<file path="config.mk">
export PLATFORM = sky130hd
export DESIGN_NAME = decode_stage
export DESIGN_NICKNAME = d
export VERILOG_FILES = /design/src/rtl/decode_stage.sv
export SDC_FILE = /design/constraint.sdc
export NUM_CORES = 1
export LEC_CHECK = 0
export ABC_AREA = 1
export BUFFER_PORTS_ARGS = -buffer_cell sky130_fd_sc_hd__buf_2
export CELL_PAD_IN_SITES_DETAIL_PLACEMENT = 1
export CELL_PAD_IN_SITES_GLOBAL_PLACEMENT = 1
export CORE_MARGIN = 1.5
export CORE_UTILIZATION = 45
export DETAILED_ROUTE_END_ITERATION = 8
export HOLD_SLACK_MARGIN = 0.06
export PLACE_DENSITY = 0.95
export SLEW_MARGIN = 10
export SYNTH_ARGS = -nofsm -noshare
export SYNTH_HDL_FRONTEND = slang
export SYNTH_SLANG_ARGS = --single-unit
export TNS_END_PERCENT = 30
</file>
<file path="constraint.sdc">
create_clock -name clk -period 2.7 [get_ports clk]
set_input_delay 0.81 -clock clk [delete_from_list [all_inputs] [get_ports clk]]
set_output_delay 0.81 -clock clk [all_outputs]
set_load 0.02 [all_outputs]
</file>
<file path="src/rtl/decode_stage.sv">
// decode_stage: registered RV32I/RV64I decode stage. Valid/ready on both
// sides, with a main output register backed by a one-entry skid register.
module decode_stage #(
  parameter int XLEN = 32
) (
  input  logic            clk,
  input  logic            rst_n,
  input  logic            flush,
  input  logic            in_valid,
  output logic            in_ready,
  input  logic [31:0]     in_instr,
  input  logic [XLEN-1:0] in_pc,
  output logic            out_valid,
  input  logic            out_ready,
  output logic [XLEN-1:0] out_pc,
  output logic [6:0]      out_opcode,
  output logic [4:0]      out_rd,
  output logic [4:0]      out_rs1,
  output logic [4:0]      out_rs2,
  output logic [2:0]      out_funct3,
  output logic [6:0]      out_funct7,
  output logic [XLEN-1:0] out_imm,
  output logic [2:0]      out_fmt,
  output logic            out_illegal
);

  typedef enum logic [1:0] {EMPTY = 2'd0, ONE = 2'd1, FULL = 2'd2} state_e;

  localparam logic [2:0] FMT_R   = 3'd0;
  localparam logic [2:0] FMT_I   = 3'd1;
  localparam logic [2:0] FMT_S   = 3'd2;
  localparam logic [2:0] FMT_B   = 3'd3;
  localparam logic [2:0] FMT_U   = 3'd4;
  localparam logic [2:0] FMT_J   = 3'd5;
  localparam logic [2:0] FMT_INV = 3'd7;

  typedef struct packed {
    logic [XLEN-1:0] pc;
    logic [6:0]      opcode;
    logic [4:0]      rd;
    logic [4:0]      rs1;
    logic [4:0]      rs2;
    logic [2:0]      funct3;
    logic [6:0]      funct7;
    logic [XLEN-1:0] imm;
    logic [2:0]      fmt;
    logic            illegal;
  } dec_t;

  state_e     state_q, state_d;
  dec_t       main_q, main_d;
  dec_t       skid_q, skid_d;
  dec_t       dec_in;
  logic       acc, pop;
  logic       load_main_in, load_main_skid, load_skid;
  logic [6:0] opcode;
  logic [2:0] fmt;
  logic       illegal;
  logic [31:0] imm32;

  // Decode the incoming word; illegal encodings keep only opcode and pc.
  always_comb begin
    opcode = in_instr[6:0];
    case (opcode)
      7'b0110011:                         fmt = FMT_R;
      7'b0000011, 7'b0010011, 7'b1100111: fmt = FMT_I;
      7'b0100011:                         fmt = FMT_S;
      7'b1100011:                         fmt = FMT_B;
      7'b0110111, 7'b0010111:             fmt = FMT_U;
      7'b1101111:                         fmt = FMT_J;
      default:                            fmt = FMT_INV;
    endcase
    illegal = (in_instr[1:0] != 2'b11) || (fmt == FMT_INV)
           || ((fmt == FMT_R) && (in_instr[31:25] != 7'b0000000) && (in_instr[31:25] != 7'b0100000))
           || ((opcode == 7'b1100111) && (in_instr[14:12] != 3'b000))
           || ((fmt == FMT_B) && (in_instr[14:13] == 2'b01));
    case (fmt)
      FMT_I:   imm32 = {{20{in_instr[31]}}, in_instr[31:20]};
      FMT_S:   imm32 = {{20{in_instr[31]}}, in_instr[31:25], in_instr[11:7]};
      FMT_B:   imm32 = {{19{in_instr[31]}}, in_instr[31], in_instr[7], in_instr[30:25], in_instr[11:8], 1'b0};
      FMT_U:   imm32 = {in_instr[31:12], 12'b0};
      FMT_J:   imm32 = {{11{in_instr[31]}}, in_instr[31], in_instr[19:12], in_instr[20], in_instr[30:21], 1'b0};
      default: imm32 = 32'b0;
    endcase
    dec_in        = '0;
    dec_in.pc     = in_pc;
    dec_in.opcode = opcode;
    if (illegal) begin
      dec_in.fmt     = FMT_INV;
      dec_in.illegal = 1'b1;
    end else begin
      dec_in.fmt = fmt;
      dec_in.imm = XLEN'($signed(imm32));
      if (fmt != FMT_S && fmt != FMT_B) dec_in.rd = in_instr[11:7];
      if (fmt != FMT_U && fmt != FMT_J) begin
        dec_in.rs1    = in_instr[19:15];
        dec_in.funct3 = in_instr[14:12];
      end
      if (fmt == FMT_R || fmt == FMT_S || fmt == FMT_B) dec_in.rs2 = in_instr[24:20];
      if (fmt == FMT_R) dec_in.funct7 = in_instr[31:25];
    end
  end

  // State register; reset leaves the stage empty.
  always_ff @(posedge clk or negedge rst_n) begin
    if (!rst_n) state_q <= EMPTY;
    else        state_q <= state_d;
  end

  // Next-state logic; flush wins over any same-cycle handshake.
  always_comb begin
    state_d = state_q;
    if (flush) begin
      state_d = EMPTY;
    end else begin
      case (state_q)
        EMPTY:   if (acc) state_d = ONE;
        ONE: begin
          if (acc && !pop)      state_d = FULL;
          else if (!acc && pop) state_d = EMPTY;
        end
        FULL:    if (pop) state_d = ONE;
        default: state_d = EMPTY;
      endcase
    end
  end

  // Handshake outputs from registered state only, plus register load enables.
  always_comb begin
    in_ready       = (state_q != FULL);
    out_valid      = (state_q != EMPTY);
    acc            = in_valid && in_ready;
    pop            = out_valid && out_ready;
    load_main_in   = !flush && acc && (state_q == EMPTY || pop);
    load_skid      = !flush && acc && (state_q == ONE) && !pop;
    load_main_skid = !flush && pop && (state_q == FULL);
  end

  // Next values of the main and skid registers.
  always_comb begin
    main_d = main_q;
    skid_d = skid_q;
    if (load_main_in)   main_d = dec_in;
    if (load_main_skid) main_d = skid_q;
    if (load_skid)      skid_d = dec_in;
  end

  // Data registers; cleared on reset so every output field reads zero.
  always_ff @(posedge clk or negedge rst_n) begin
    if (!rst_n) begin
      main_q <= '0;
      skid_q <= '0;
    end else begin
      main_q <= main_d;
      skid_q <= skid_d;
    end
  end

  // Output fields come straight from the main register.
  always_comb begin
    out_pc      = main_q.pc;
    out_opcode  = main_q.opcode;
    out_rd      = main_q.rd;
    out_rs1     = main_q.rs1;
    out_rs2     = main_q.rs2;
    out_funct3  = main_q.funct3;
    out_funct7  = main_q.funct7;
    out_imm     = main_q.imm;
    out_fmt     = main_q.fmt;
    out_illegal = main_q.illegal;
  end

endmodule

</file>
==> flow_summary_export.csv <==
group,metric,value,unit
finish,nets,1340,
global_route,grt_antenna_before_repair,3,
sta,post-route-min-period,2.53,ns
pwr,p_leak,6.15,nW
clock_tree,clk_pin_slew_worst_paths,0.06,ns
sta,hold_viol,0,
pwr,power_frac_clock,33.1,%
critical_path,worstReg2RegEnd,"skid_q[44]$_DFFE_PN0P_",
clock_tree,cts_inserted_buffers,23,
clock_tree,clk_path_buf_depth,3,
floorplan,io_pins,171,
finish,areaGrowthSynthToFinish,25.4,%
pwr,seqPwrFrac,44.7,%
critical_path,crit_family,"simple AND/OR/NAND/NOR gates",
sta,tns,0,ns
critical_path,crit_required,3.14,ns
global_route,grt_usage,30.7,%
synthesis,synth_nets,1146,
critical_path,cp_num_buf_inv,5,
route,drt_iter0_markers,622,
sta,fmax,0.395,GHz
critical_path,path_common_cell,"nand2_1",
clock_tree,cts_sinks,202,
clock_tree,postCtsSetupBuffers,0,
pwr,comb_power_share,22.2,%
synthesis,syn_inst,1074,
pwr,ir_worst_vdd,0.625,mV
sta,worstMarginPinSlew,0.737,ns
route,antenna_left,0,
pwr,p_int,5.97,mW
critical_path,path_class,"input port to flop",
sta,rsz0062_at_grt,"true",
sta,skew,0.0166,ns
flow_run,maxCapViolations,0,
sta,drv_slew,0,
finish,layoutNonFillerInstCount,1544,
route,drt-total-wl,32.1,mm
sta,final-setup-viol-count,0,
synthesis,synth.top_cell.area_share,55.3,%
synthesis,synth_area,9140,um2
finish,drive_gt1_share,23.5,%
finish,fill_cells,2341,
sta,final.period_utilization,93.7,%
clock_tree,clk_latency,0.51,ns
clock_tree,ctsHoldBuffers,0,
synthesis,ys_ff_latch,202,
critical_path,end_kind,"flop",
synthesis,ys_top_cells_by_area,"dfrtp_1 55%, nand2_1 13%, a22o_1 4.9%",
finish,fin_util,58.1,%
placement,place_ws,-0.176,ns
route,num_vias,8880,
clock_tree,cts_max_level,1,
clock_tree,ctsRootBufferMaster,"clkbuf_16",
placement,numPlacedInstances,1508,
route,wl_per_cell,20.8,um
clock_tree,post_cts_resized,0,
hold_path,hold_class,"input port to asynchronous set/reset pin",
floorplan,core,19700,um2
floorplan,rows,51,
clock_tree,cts_tree,"yes",
sta,fin_ws,0.169,ns
synthesis,yosysWarnings,0,
global_route,grt_max_degree,97,
critical_path,reg2reg_slack,0.73,ns
placement,numPortBuffers,170,
floorplan,die_height,146,um
critical_path,slowest_stage,"buf_12",
synthesis,yosys.area.top_type,"dfrtp_1",
run_status,status,"complete, no violations",
critical_path,ff2ff_path_depth,8,
critical_path,r2r-start,"state_q[0]$_DFFE_PN0P_",
placement,dp_hpwl,20.3,mm
floorplan,start_util,46.4,%
route,via_per_inst,5.75,
synthesis,synth.yosys.seq_area_share,55.3,%
synthesis,synthDistinctLibCells,31,
route,first_pass_iters,5,
floorplan,die_x,146,um
pwr,p_per_area,775,nW/um2
critical_path,path_cells,"buf_2 > nand2_8 > nor2_1 > nand2_1 > nand2_1 > inv_1 > ha_4 > o21ai_2 > nand3_2 > inv_4 > nor2_4 > nand2_2 > inv_1 > nor2_4 > buf_12 > nand4_1 > nand2_1",
placement,gp_congestion,0.858,
global_route,grt_pass1_wl,52.2,mm
pwr,p_sw,2.91,mW
sta,slew_headroom,50.9,%
synthesis,syn_area_per_cell,8.51,um2
critical_path,cp.arrival,2.97,ns
global_route,grt_pass1_vias,9495,
global_route,grt-ovfl-total,0,
pwr,p_sw_share,32.8,%
route,drc,0,
floorplan,die_area,21200,um2
critical_path,cp_slowest_stage_delay,0.21,ns
critical_path,worstSetupStartpointType,"input port",
critical_path,critPathMaxFanout,38,
[cells in the final DEF, fill, tap and decap left out, types with 3 or more instances in the layout]
cell and count:
nor2_1 106, a21oi_1 7, clkinv_1 3, buf_12 10, buf_2 169, clkbuf_1 5, nand4_1 57, nor2_4 7
o21ai_0 26, a22o_1 51, nand2_2 4, o22ai_1 38, clkbuf_8 4, nand2_1 321, dfrtp_1 202, buf_4 52
inv_1 90, inv_2 5, nand3_1 59, nand3_2 10, o21ai_1 4, nor3_4 3, clkbuf_16 23
[cells in the mapped netlist]
library cell	number
a21o_1	1
a21oi_1	8
a221oi_1	1
a22o_1	51
buf_1	9
buf_2	7
buf_4	10
clkbuf_1	37
clkinv_1	3
dfrtp_1	202
ha_1	3
inv_1	90
inv_2	7
nand2_1	324
nand2_2	3
nand3_1	67
nand3_2	2
nand3_4	1
nand4_1	57
nor2_1	108
nor2_2	2
nor2_4	4
nor3_1	1
nor3_2	2
nor3_4	1
nor4_1	1
o211ai_1	1
o21ai_0	30
o21ai_1	1
o22ai_1	38
o31ai_1	2
[flip-flops by register name, summed over array words and instances (netlist names)]
signal	cells
out_illegal	1
out_rd	5
out_rs2	5
out_fmt	3
out_imm	32
out_pc	32
out_funct3	3
out_opcode	7
state_q	2
out_rs1	5
skid_q	100
out_funct7	7
[worst max path at each step]
stage / start / endpoint / slack [ns] / depth (start not counted)
floorplan: in_instr[3] / skid_q[25]$_DFFE_PN0P_ / -0.02 / 15
global placement: in_instr[3] / out_imm[22]$_DFFE_PN0P_ / -0.02 / 16
detailed placement: in_instr[3] / skid_q[26]$_DFFE_PN0P_ / -0.18 / 16
CTS: in_instr[3] / out_imm[22]$_DFFE_PN0P_ / 0.1 / 16
global route: in_instr[3] / skid_q[46]$_DFFE_PN0P_ / -0.002 / 19
finish: in_instr[1] / out_rs2[4]$_DFFE_PN0P_ / 0.17 / 17
[power groups by stage]
| stage | Sequential [mW] | Combinational [mW] | Clock, mW |
|---|---|---|---|
| after CTS | 3.97 | 1.98 | 2.98 |
| after floorplan | 4.26 | 0.797 | 0 |
| after detailed placement | 4.00 | 1.94 | 0 |
| after global placement | 3.96 | 1.84 | 0 |
| final | 3.97 | 1.97 | 2.94 |
| after global routing | 4.03 | 2.15 | 3.07 |
[cell families after synthesis]
group,share of synthesized area [%]
AND/OR/NAND/NOR,27.1
flip-flops,55.3
buffers and inverters,7.20
AO/OA/AOI/OAI,10.0
adder cells (fa/ha/maj),0.411
[per-layer routing]
metal / part of all wire [%] / GRT usage [%]
met1: 40 / 38.3
met2: 50 / 52.6
met3: 6.3 / 5.71
met4: 4.1 / 12.3
met5: 0.059 / 0
[final cells by class]
class | count | area [um2] | share of cell area, %
well taps | 265 | 332 | 2.89
flip-flops and latches | 202 | 5050 | 44.1
clock inverters | 4 | 50.0 | 0.437
inverters | 100 | 380 | 3.32
multi-input cells | 709 | 3560 | 31.0
clock buffers | 31 | 636 | 5.55
diodes | 1 | 2.50 | 0.0218
repair buffers | 232 | 1450 | 12.7
[metrics by stage]
step	hold WS (ns)	total power, mW	cell area [um2]
finish	0.308	8.88	11500
global route	0.355	9.26	11500
CTS	0.322	8.92	11500
detailed placement	0.463	5.94	10800
global placement	0.454	5.80	10800
floorplan	0.442	5.06	9260
Note: power is estimated with default switching activity, not from simulation.
